$ cat config.mk
export PLATFORM = sky130hd
export DESIGN_NAME = hazard_scoreboard_flat
export DESIGN_NICKNAME = d
export VERILOG_FILES = /design/src/rtl/hazard_scoreboard_pkg.sv /design/src/rtl/hazard_scoreboard_if.sv /design/src/rtl/hazard_scoreboard_dest_fifo.sv /design/src/rtl/hazard_scoreboard.sv /design/src/flat_wrapper.sv
export SDC_FILE = /design/constraint.sdc
export NUM_CORES = 1
export LEC_CHECK = 0
export CAP_MARGIN = 40
export CORE_MARGIN = 10
export CORE_UTILIZATION = 51
export CTS_BUF_LIST = sky130_fd_sc_hd__clkbuf_16
export DETAILED_ROUTE_END_ITERATION = 16
export PLACE_DENSITY = 0.8
export RECOVER_POWER = 50
export SLEW_MARGIN = 0
export SYNTH_ARGS = -nofsm -noshare
export SYNTH_HDL_FRONTEND = slang
export SYNTH_SLANG_ARGS = --single-unit
export TNS_END_PERCENT = 10
$ cat constraint.sdc
create_clock -name clock -period 4 [get_ports clock]
set_clock_uncertainty 0.15 [all_clocks]
set_input_delay 0.4 -clock clock [delete_from_list [all_inputs] [get_ports clock]]
set_output_delay 0.4 -clock clock [all_outputs]
set_load 0.02 [all_outputs]
$ cat src/rtl/hazard_scoreboard_pkg.sv
// hazard_scoreboard_pkg: shared register width, zero register and stall-cause bit positions
package hazard_scoreboard_pkg;
  localparam int REG_W = 5;
  localparam int ZERO_REG = 0;
  localparam int CAUSE_LOAD = 0;
  localparam int CAUSE_MD_DEP = 1;
  localparam int CAUSE_MD_FULL = 2;
  localparam int CAUSE_W = 3;
endpackage

$ cat src/rtl/hazard_scoreboard_if.sv
// hazard_scoreboard_if: D/DX hazard inputs and stall/counter outputs of the scoreboard
interface hazard_scoreboard_if #(
  parameter int REG_W = hazard_scoreboard_pkg::REG_W,
  parameter int MD_SLOTS = 2,
  parameter int CNT_W = 32
);
  logic [REG_W-1:0] rs_d, rt_d, rd_d, rd_dx;
  logic isSw_d, isMD_d, isLw_dx, isMul_dx, isDiv_dx, MD_resultRDY_x;
  logic stall, load_stall, md_dep_stall, md_full_stall;
  logic [MD_SLOTS:0] md_pending;
  logic [CNT_W-1:0] stall_cnt, md_stall_cnt;
  modport master (
    output rs_d, rt_d, rd_d, rd_dx, isSw_d, isMD_d, isLw_dx, isMul_dx, isDiv_dx, MD_resultRDY_x,
    input stall, load_stall, md_dep_stall, md_full_stall, md_pending, stall_cnt, md_stall_cnt
  );
  modport slave (
    input rs_d, rt_d, rd_d, rd_dx, isSw_d, isMD_d, isLw_dx, isMul_dx, isDiv_dx, MD_resultRDY_x,
    output stall, load_stall, md_dep_stall, md_full_stall, md_pending, stall_cnt, md_stall_cnt
  );
endinterface

$ cat src/rtl/hazard_scoreboard_dest_fifo.sv
// hazard_dest_fifo: in-order FIFO of pending multdiv destinations with parallel 3-address hit compare
module hazard_dest_fifo #(
  parameter int REG_W = 5,
  parameter int DEPTH = 2
) (
  input  logic             clock,
  input  logic             reset,
  input  logic             push,
  input  logic             pop,
  input  logic [REG_W-1:0] din,
  input  logic [REG_W-1:0] a,
  input  logic [REG_W-1:0] b,
  input  logic [REG_W-1:0] c,
  output logic             hit,
  output logic [DEPTH:0]   count
);
  import hazard_scoreboard_pkg::*;
  localparam int AW = DEPTH > 1 ? $clog2(DEPTH) : 1;
  localparam int CW = DEPTH + 1;
  logic [REG_W-1:0] mem [DEPTH];
  logic [DEPTH-1:0] vld;
  logic [AW-1:0] wp, rp;
  logic pop_ok;
  function automatic logic [AW-1:0] adv(input logic [AW-1:0] p);
    return p == AW'(DEPTH - 1) ? '0 : p + AW'(1);
  endfunction
  function automatic logic match(input logic [REG_W-1:0] x, y);
    return x == y && x != REG_W'(ZERO_REG);
  endfunction
  assign pop_ok = pop && count != '0;
  always_ff @(posedge clock or negedge reset)
    if (!reset) begin
      vld <= '0;
      wp <= '0;
      rp <= '0;
      count <= '0;
    end else begin
      if (pop_ok) begin
        vld[rp] <= 1'b0;
        rp <= adv(rp);
      end
      if (push) begin
        vld[wp] <= 1'b1;
        wp <= adv(wp);
      end
      count <= count + CW'(push) - CW'(pop_ok);
    end
  always_ff @(posedge clock)
    if (push) mem[wp] <= din;
  // An entry retiring this cycle still hits: its result is not forwardable yet
  always_comb begin
    hit = 1'b0;
    for (int i = 0; i < DEPTH; i++)
      hit = hit | (vld[i] && (match(mem[i], a) || match(mem[i], b) || match(mem[i], c)));
  end
  a_no_push_full: assert property (@(posedge clock) disable iff (!reset) !(push && !pop_ok && count == CW'(DEPTH)));
  a_no_pop_empty: assert property (@(posedge clock) disable iff (!reset) !(pop && count == '0));
endmodule

$ cat src/rtl/hazard_scoreboard.sv
// hazard_scoreboard: load-use and multdiv destination scoreboard driving the pipeline stall
module hazard_scoreboard #(
  parameter int REG_W = hazard_scoreboard_pkg::REG_W,
  parameter int MD_SLOTS = 2,
  parameter int LOAD_LAT = 1,
  parameter bit SW_BYPASS = 1'b1,
  parameter int CNT_W = 32
) (
  input logic clock,
  input logic reset,
  hazard_scoreboard_if.slave bus
);
  import hazard_scoreboard_pkg::*;
  localparam int CW = MD_SLOTS + 1;
  logic push, pop_ok, dep_fifo, dep_issue, load_stall;
  logic [MD_SLOTS:0] count, count_nxt;
  logic [CAUSE_W-1:0] cause;
  logic [LOAD_LAT-1:0][REG_W-1:0] ld;
  logic [REG_W-1:0] ld0;
  logic [CNT_W-1:0] stall_cnt, md_stall_cnt;
  function automatic logic match(input logic [REG_W-1:0] x, y);
    return x == y && x != REG_W'(ZERO_REG);
  endfunction
  assign push = bus.isMul_dx | bus.isDiv_dx;
  assign pop_ok = bus.MD_resultRDY_x && count != '0;
  assign ld0 = bus.isLw_dx ? bus.rd_dx : '0;
  // ld[0] is the live DX load; older stages cover loads still short of LOAD_LAT bubbles
  generate
    if (LOAD_LAT == 1) begin : g_comb
      assign ld = ld0;
    end else begin : g_chain
      logic [LOAD_LAT-2:0][REG_W-1:0] ld_q;
      assign ld = {ld_q, ld0};
      always_ff @(posedge clock or negedge reset)
        if (!reset) ld_q <= '0;
        else ld_q <= ld[LOAD_LAT-2:0];
    end
  endgenerate
  always_comb begin
    load_stall = 1'b0;
    for (int k = 0; k < LOAD_LAT; k++)
      load_stall = load_stall | match(ld[k], bus.rs_d) | match(ld[k], bus.rt_d)
                 | (bus.isSw_d && !SW_BYPASS && match(ld[k], bus.rd_d));
  end
  hazard_dest_fifo #(.REG_W(REG_W), .DEPTH(MD_SLOTS)) u_fifo (
    .clock(clock),
    .reset(reset),
    .push(push),
    .pop(bus.MD_resultRDY_x),
    .din(bus.rd_dx),
    .a(bus.rs_d),
    .b(bus.rt_d),
    .c(bus.rd_d),
    .hit(dep_fifo),
    .count(count)
  );
  assign dep_issue = push && (match(bus.rd_dx, bus.rs_d) || match(bus.rd_dx, bus.rt_d) || match(bus.rd_dx, bus.rd_d));
  assign count_nxt = count + CW'(push) - CW'(pop_ok);
  assign cause[CAUSE_LOAD] = load_stall;
  assign cause[CAUSE_MD_DEP] = dep_fifo | dep_issue;
  assign cause[CAUSE_MD_FULL] = bus.isMD_d && count_nxt == CW'(MD_SLOTS);
  always_ff @(posedge clock or negedge reset)
    if (!reset) begin
      stall_cnt <= '0;
      md_stall_cnt <= '0;
    end else begin
      if (|cause && !(&stall_cnt)) stall_cnt <= stall_cnt + CNT_W'(1);
      if ((cause[CAUSE_MD_DEP] | cause[CAUSE_MD_FULL]) && !(&md_stall_cnt)) md_stall_cnt <= md_stall_cnt + CNT_W'(1);
    end
  assign bus.stall = |cause;
  assign bus.load_stall = cause[CAUSE_LOAD];
  assign bus.md_dep_stall = cause[CAUSE_MD_DEP];
  assign bus.md_full_stall = cause[CAUSE_MD_FULL];
  assign bus.md_pending = count;
  assign bus.stall_cnt = stall_cnt;
  assign bus.md_stall_cnt = md_stall_cnt;
endmodule

$ cat src/flat_wrapper.sv
// flat-port wrapper written by rule: the top's interface ports become plain ports
module hazard_scoreboard_flat import hazard_scoreboard_pkg::*;
#(
  parameter int REG_W = hazard_scoreboard_pkg::REG_W,
  parameter int MD_SLOTS = 2,
  parameter int LOAD_LAT = 1,
  parameter bit SW_BYPASS = 1'b1,
  parameter int CNT_W = 32
)
  (clock, reset, bus_rs_d, bus_rt_d, bus_rd_d, bus_rd_dx, bus_isSw_d, bus_isMD_d, bus_isLw_dx, bus_isMul_dx, bus_isDiv_dx, bus_MD_resultRDY_x, bus_stall, bus_load_stall, bus_md_dep_stall, bus_md_full_stall, bus_md_pending, bus_stall_cnt, bus_md_stall_cnt);
  hazard_scoreboard_if #(.REG_W(REG_W), .MD_SLOTS(MD_SLOTS), .CNT_W(CNT_W)) bus_i ();
  input logic clock;
  input logic reset;
  input wire logic [$bits(bus_i.rs_d)-1:0] bus_rs_d;
  input wire logic [$bits(bus_i.rt_d)-1:0] bus_rt_d;
  input wire logic [$bits(bus_i.rd_d)-1:0] bus_rd_d;
  input wire logic [$bits(bus_i.rd_dx)-1:0] bus_rd_dx;
  input wire logic [$bits(bus_i.isSw_d)-1:0] bus_isSw_d;
  input wire logic [$bits(bus_i.isMD_d)-1:0] bus_isMD_d;
  input wire logic [$bits(bus_i.isLw_dx)-1:0] bus_isLw_dx;
  input wire logic [$bits(bus_i.isMul_dx)-1:0] bus_isMul_dx;
  input wire logic [$bits(bus_i.isDiv_dx)-1:0] bus_isDiv_dx;
  input wire logic [$bits(bus_i.MD_resultRDY_x)-1:0] bus_MD_resultRDY_x;
  output wire logic [$bits(bus_i.stall)-1:0] bus_stall;
  output wire logic [$bits(bus_i.load_stall)-1:0] bus_load_stall;
  output wire logic [$bits(bus_i.md_dep_stall)-1:0] bus_md_dep_stall;
  output wire logic [$bits(bus_i.md_full_stall)-1:0] bus_md_full_stall;
  output wire logic [$bits(bus_i.md_pending)-1:0] bus_md_pending;
  output wire logic [$bits(bus_i.stall_cnt)-1:0] bus_stall_cnt;
  output wire logic [$bits(bus_i.md_stall_cnt)-1:0] bus_md_stall_cnt;
  assign bus_i.rs_d = bus_rs_d;
  assign bus_i.rt_d = bus_rt_d;
  assign bus_i.rd_d = bus_rd_d;
  assign bus_i.rd_dx = bus_rd_dx;
  assign bus_i.isSw_d = bus_isSw_d;
  assign bus_i.isMD_d = bus_isMD_d;
  assign bus_i.isLw_dx = bus_isLw_dx;
  assign bus_i.isMul_dx = bus_isMul_dx;
  assign bus_i.isDiv_dx = bus_isDiv_dx;
  assign bus_i.MD_resultRDY_x = bus_MD_resultRDY_x;
  assign bus_stall = bus_i.stall;
  assign bus_load_stall = bus_i.load_stall;
  assign bus_md_dep_stall = bus_i.md_dep_stall;
  assign bus_md_full_stall = bus_i.md_full_stall;
  assign bus_md_pending = bus_i.md_pending;
  assign bus_stall_cnt = bus_i.stall_cnt;
  assign bus_md_stall_cnt = bus_i.md_stall_cnt;
  hazard_scoreboard #(.REG_W(REG_W), .MD_SLOTS(MD_SLOTS), .LOAD_LAT(LOAD_LAT), .SW_BYPASS(SW_BYPASS), .CNT_W(CNT_W)) u_core (.clock(clock), .reset(reset), .bus(bus_i));
endmodule
### Word-level counts from Yosys, hierarchy flattened

Memory sizes are Yosys's and may differ from the RTL's.
Index checks and enable logic that the tools add are counted.

| word-level totals | value |
|---|---|
| register bits after elaboration | 71 |
| word-level logic and storage cells | 84 |
| input port bits | 28 |
| memories kept | 1 |
| output and inout bits | 71 |
| memory bits (writable) | 10 |

| operators by class | value |
|---|---|
| $lt $le $gt $ge | 4 |
| reduce and logical (&&, ||, !) cells | 36 |
| equality and inequality tests | 12 |
| bitwise logic cells | 8 |
| mux-type cells | 11 |
| add/sub/neg operators | 6 |

Memory list:

| memory | words | width | rd ports | clocked after Yosys merged registers in | write ports | line | text |
|---|---|---|---|---|---|---|---|
| u_core.u_fifo.mem | 2 | 5 | 2 | 0 | 1 | hazard_scoreboard_dest_fifo.sv:20 | `logic [REG_W-1:0] mem [DEPTH];` |

Operators with widths:

| cell | count |
|---|---|
| 32-bit by 1-bit adder with 32-bit output (second input constant) | 2 |
| 32-bit AND reduction | 2 |
| 5-bit == test | 11 |
| 1-bit logical AND | 20 |
| 5-bit nonzero test | 4 |
| 1-bit logical OR | 6 |
| 1-bit 2-to-1 mux | 6 |
| 5-bit 2-to-1 mux | 1 |
| 1-bit OR | 5 |
| 1-bit by 2-bit < comparator with 1-bit output (second input constant) | 2 |
| 2-bit 2-to-1 mux | 2 |
| 3-bit by 1-bit adder with 3-bit output | 1 |
| 3-bit by 2-bit == test with 1-bit output (second input constant) | 1 |
| 3-bit nonzero test | 1 |
| 3-bit OR reduction | 1 |
| 3-bit by 1-bit subtractor with 3-bit output | 1 |
| 1-bit adder (second input constant) | 2 |
| 2-bit bitwise AND | 1 |
| 1-bit demux with 1-bit select | 2 |
| 1-bit >= comparator (second input constant) | 2 |
| 1-bit logical NOT | 2 |
| 2-bit NOT | 1 |
| 2-bit OR | 1 |

### Logic depth before layout (Yosys ltp)

| depth | value |
|---|---|
| word-level depth | 9 |
| gate-level depth with buffers | 15 |
| depth with buffers taken out | 13 |

### By module

From an unflattened synthesis, not the netlist that was laid out.

| unflattened totals | value |
|---|---|
| cells, all modules | 440 |
| area total of the unflattened synthesis | 4,634.4 um^2 |

By module, submodules not included:

| module | cells each | seq. area each (um^2) | times used | area each (um^2) |
|---|---|---|---|---|
| hazard_scoreboard | 356 | 1,601.5 | 1 | 3,662.3 |
| hazard_dest_fifo | 84 | 475.5 | 1 | 972.2 |

### Worst setup path after synthesis

OpenSTA, ideal clock, no wires.

| timing | value |
|---|---|
| path type | flip-flop to flip-flop |
| start | register u_core.u_fifo.count[1] |
| end | register u_core.stall_cnt[30] (netlist: u_core.bus.stall_cnt[30]) |
| data required time | 3.719 ns |
| data arrival time | 3.601 ns |
| path buffers | 1 |
| clock period less this slack | 3.881 ns |
| stages on the path, launching flop included | 15 |
| setup time | 0.131 ns |
| slack | 0.119 ns |
| path through | dfrtp_1 -> o31ai_1 -> inv_1 -> ha_1 -> inv_1 -> ha_1 -> fa_1 -> xnor2_1 -> xnor2_1 -> nor3_1 -> or3b_1 -> buf_6 -> nand3_2 -> or3_4 -> xnor2_2 |

| between the ends | value |
|---|---|
| longest elaborated chain between the ends | 7 |
| elaborated cells between the ends (all ways) | 8 |
| those cells by class | 2 x add/sub; 1 x eq/ne; 5 x reduce/logical |

RTL lines:

| element | line | text |
|---|---|---|
| from (decl) | hazard_scoreboard_dest_fifo.sv:15 | `output logic [DEPTH:0] count` |
| from (signal assigned) | hazard_scoreboard_dest_fifo.sv:46 | `count <= count + CW'(push) - CW'(pop_ok);` |
| 3-bit nonzero test | hazard_scoreboard.sv:25 | `assign pop_ok = bus.MD_resultRDY_x && count != '0;` |
| 1-bit logical AND | hazard_scoreboard.sv:25 |  |
| via u_core.pop_ok | hazard_scoreboard.sv:15 | `logic push, pop_ok, dep_fifo, dep_issue, load_stall;` |
| 3-bit by 1-bit subtractor with 3-bit output | hazard_scoreboard.sv:58 | `assign count_nxt = count + CW'(push) - CW'(pop_ok);` |
| via u_core.count_nxt[2] | hazard_scoreboard.sv:16 | `logic [MD_SLOTS:0] count, count_nxt;` |
| 3-bit by 2-bit == test with 1-bit output | hazard_scoreboard.sv:61 | `assign cause[CAUSE_MD_FULL] = bus.isMD_d && count_nxt == CW'(MD_SLOTS);` |
| 1-bit logical AND | hazard_scoreboard.sv:61 |  |
| via bus_md_full_stall | flat_wrapper.sv:27 | `output wire logic [$bits(bus_i.md_full_stall)-1:0] bus_md_full_stall;` |
| 3-bit OR reduction | -- |  |
| via bus_stall | flat_wrapper.sv:24 | `output wire logic [$bits(bus_i.stall)-1:0] bus_stall;` |
| 1-bit logical AND | hazard_scoreboard.sv:67 | `if (\|cause && !(&stall_cnt)) stall_cnt <= stall_cnt + CNT_W'(1);` |
| to (signal assigned) | hazard_scoreboard.sv:67 |  |
| to (decl) | hazard_scoreboard.sv:20 | `logic [CNT_W-1:0] stall_cnt, md_stall_cnt;` |

The timed path passes the listed nets, and every way through them passes these cells.
A chain may end at the register's enable or synchronous reset.

### Worst setup path after layout

| timing | value |
|---|---|
| start | register u_core.u_fifo.count[1] |
| end | output port bus_stall |

| between the ends | value |
|---|---|
| longest elaborated chain between the ends | 6 |
| elaborated cells between the ends (all ways) | 7 |
| those cells by class | 2 x add/sub; 1 x eq/ne; 4 x reduce/logical |

RTL lines:

| element | line | text |
|---|---|---|
| 3-bit nonzero test | hazard_scoreboard.sv:25 |  |
| 1-bit logical AND | hazard_scoreboard.sv:25 |  |
| via u_core.pop_ok | hazard_scoreboard.sv:15 |  |
| 3-bit by 1-bit subtractor with 3-bit output | hazard_scoreboard.sv:58 |  |
| via u_core.count_nxt[2] | hazard_scoreboard.sv:16 |  |
| 3-bit by 2-bit == test with 1-bit output | hazard_scoreboard.sv:61 |  |
| 1-bit logical AND | hazard_scoreboard.sv:61 |  |
| 3-bit OR reduction | hazard_scoreboard.sv:70 | `assign bus.stall = \|cause;` |
| to (decl) | flat_wrapper.sv:24 |  |

The timed path passes the listed nets, and every way through them passes these cells.

==> metrics.cfg <==
[power_and_ir_drop]
p_clk_share_pct = 29.8
seqPwrFrac_pct = 39.8
switching_share_pct = 33.0
peakVddDrop_mv = 0.349
powerDensity_mw_per_mm2 = 457
leakagePower_uw = 0.00249
p_total_uw = 2700
comb_power_share_pct = 30.4
p_int_uw = 1810
p_switching_uw = 890

[job]
max_cap_viol_count = 1

[timing]
rsz0062_at_grt = yes
post-route-period-util_pct = 95.8
holdWs_ns = 0.336
worst_pin_slew_ns = 1.78
slew_viol_final = 34
finalSetupTns_ns = 0
setup_viol = 0
min_period_ns = 3.83
relSlewSlack_pct = -18.5
fmax_mhz = 261
hold_violations = 0

[layout]
diodes = 0
fillers = 666
final_cells = 646
final_util_pct = 67.7
area_growth_pct = 29.6
final_nets = 566
drive_gt1_share_pct = 7.99

[clocking]
cts_max_level = 3
cts.sinks = 81
cts_made_buffers = 9
ctsHoldBuffers = 0
clockRootBuffer = clkbuf_16
clk_path_buf_depth = 2
clk_latency_ns = 0.34
cts_tree = built
clkSlewWorstSetupHoldPaths_ns = 0.06

[detailed_routing]
vias = 3521
firstDrtPassIters = 4
routed_wl_um = 11200
highest_layer = met4
drtIter0Drc = 181
met2_length_um = 5600
drt-met1-wl_um = 4690
vias_per_cell = 5.45
antenna_left = 0
wl_met3_um = 670
post_drt_wl_per_cell_um = 17.3
drc = 0

[yosys]
yosysWarningCount = 0
async_flop_share_pct = 87.7
synthesis.area_sq_mm = 0.00455
yosysUniqueCellTypes = 52
postSynthCellCount = 438
syn-mean-instance-area_sq_um = 10.4
synth_nets = 471
synth_edf_count = 10
seq_area_frac_synth_pct = 45.6
synth_area_leaders = dfrtp_1 (39%), xnor2_1 (13%), xor2_1 (8.3%), edfxtp_1 (6.6%), nand3_1 (3.3%)
synth_area_leader_cell = dfrtp_1
synthFlopType = dfrtp_1
synth_top_area_share_pct = 39.0
synth.ff_latch_count = 81

[global_route]
grt_pass1_wl_um = 18500
grt_pass1_vias = 3731
track_usage_pct = 17.3
grt-ovfl-total = 0
antenna_found_initial = 0
grt_max_degree = 40

[worst_setup_path]
cp_max_fo = 3
crit_slowest_cell = dfrtp_1
end_kind = primary output
crit_type = reg2out
slowest_delay_ns = 0.44
crit_arrival_ns = 3.28
path_cells = o31ai_4 -> inv_1 -> ha_1 -> inv_1 -> ha_1 -> fa_1 -> xnor2_1 -> xnor2_1 -> nor3_2 -> or3b_1 -> dlygate4sd2_1
startpoint_type = flip-flop
worstPathRequired_ns = 3.45

[die]
fp-row-count = 34
initial_utilization_pct = 52.2
die_area_sq_mm = 0.0131
ios = 99
fp.dieW_um = 114
core-area_sq_mm = 0.00872
die_h_um = 114

[run_status]
status = finished, violations left
violations = max-capacitance violations, max-slew violations

[placed_design]
port_buffers = 97
routabilityCongestion = 0.835
placed_cells = 630
hpwl_um = 8370

[worst_hold_path]
hold_class = reg2reg

## layer usage
| layer | vias to the layer above | track usage [%] |
|---|---|---|
| li1 | 1685 | - |
| met1 | 1729 | 20.6 |
| met2 | 87 | 29.0 |
| met3 | 20 | 4.61 |
| met4 | 0 | 7.02 |
| met5 | - | 0 |
## worst max-delay path, delay by kind of cell (launching register included)
kind | cells | cell delay (ns)
adder cells (fa/ha/maj) | 3 | 0.85
AND/OR/NAND/NOR | 2 | 0.50
buffers and inverters | 3 | 0.47
flip-flops | 1 | 0.44
XOR/XNOR | 2 | 0.37
AO/OA/AOI/OAI | 1 | 0.31
## cell usage after synthesis (10+ instances only)
cell type	number
xor2_1	43
and3_1	16
dfrtp_1	71
o21ai_0	10
buf_2	11
nand2_1	39
nand4_1	14
inv_1	17
nand3_1	30
edfxtp_1	10
nor2_1	22
xnor2_1	67
nor3_1	15
## layout by cell type, fill, tap and decap left out, drive strengths merged, types with 14 or more instances in the layout
cell type,Yosys,final
dlygate4sd3,0,25
nor2,23,23
dfrtp,71,71
xnor2,68,68
nor3,21,21
nand3,33,33
nand4,14,14
nand2,39,39
xor2,43,43
inv,17,20
clkdlybuf4s50,0,69
and3,16,16
## state kept, by name, summed over array words and instances, names as in the netlist
name,count
u_core.bus.md_stall_cnt,32
u_core.bus.stall_cnt,32
u_core.u_fifo.mem,10
u_core.u_fifo.count,3
u_core.u_fifo.vld,2
u_core.u_fifo.rp,1
u_core.u_fifo.wp,1
## layout make-up
cell class                 count  area (sq um)  area share (%)
multi-input combinational    321          2320            39.3
clock inverter                 7          62.6            1.06
clock buffer                   9           225            3.82
sequential                    81          2080            35.2
timing repair buffer         103          1020            17.2
tap                          108           135            2.29
inverter                      17          63.8            1.08
## through the flow
step	worst slack (ns)	instance area [sq um]
after floorplan	0.119	4550
after global placement	0.115	5600
after detailed placement	0.0935	5600
after CTS	0.0276	5890
after global routing	-0.0496	5900
final	0.167	5900
## kinds of logic after synthesis
| kind of cell | after synthesis | synth area share (%) |
|---|---|---|
| AND/OR/NAND/NOR | 178 | 23.1 |
| XOR/XNOR | 111 | 21.5 |
| flip-flops | 81 | 45.6 |
| buffers and inverters | 36 | 3.85 |
| AO/OA/AOI/OAI | 24 | 3.68 |
| adder cells (fa/ha/maj) | 5 | 1.54 |
| multiplexers | 3 | 0.714 |
## final timing paths
kind | from | end | slack [ns] | cells after the start
setup / recovery | u_core.u_fifo.count[1] | bus_stall | 0.17 | 11
hold / removal | u_core.bus.stall_cnt[3] | u_core.bus.stall_cnt[3] | 0.34 | 1
setup reg to reg | u_core.u_fifo.count[1] | u_core.bus.stall_cnt[1] | 0.46 | 13
hold reg to reg | u_core.bus.stall_cnt[3] | u_core.bus.stall_cnt[3] | 0.34 | 1
max in group asynchronous | reset | u_core.bus.stall_cnt[7] | 1.54 | 2
min in group asynchronous | reset | u_core.bus.stall_cnt[28] | 0.38 | 1
## power groups by stage
| stage | registers [uW] | clock network, uW | logic [uW] |
|---|---|---|---|
| CTS | 1070 | 818 | 835 |
| finish | 1070 | 803 | 821 |
| global placement | 1070 | 0 | 813 |
| global route | 1090 | 856 | 908 |
| detailed placement | 1080 | 0 | 834 |
| floorplan | 1140 | 0 | 411 |
## timing repair
item                                    CTS  global route
buffers inserted                          0             0
gates cloned                              0             0
endpoints found under the setup margin    2             2
resized for setup                         2             3
(Power assumes the default switching activity.)
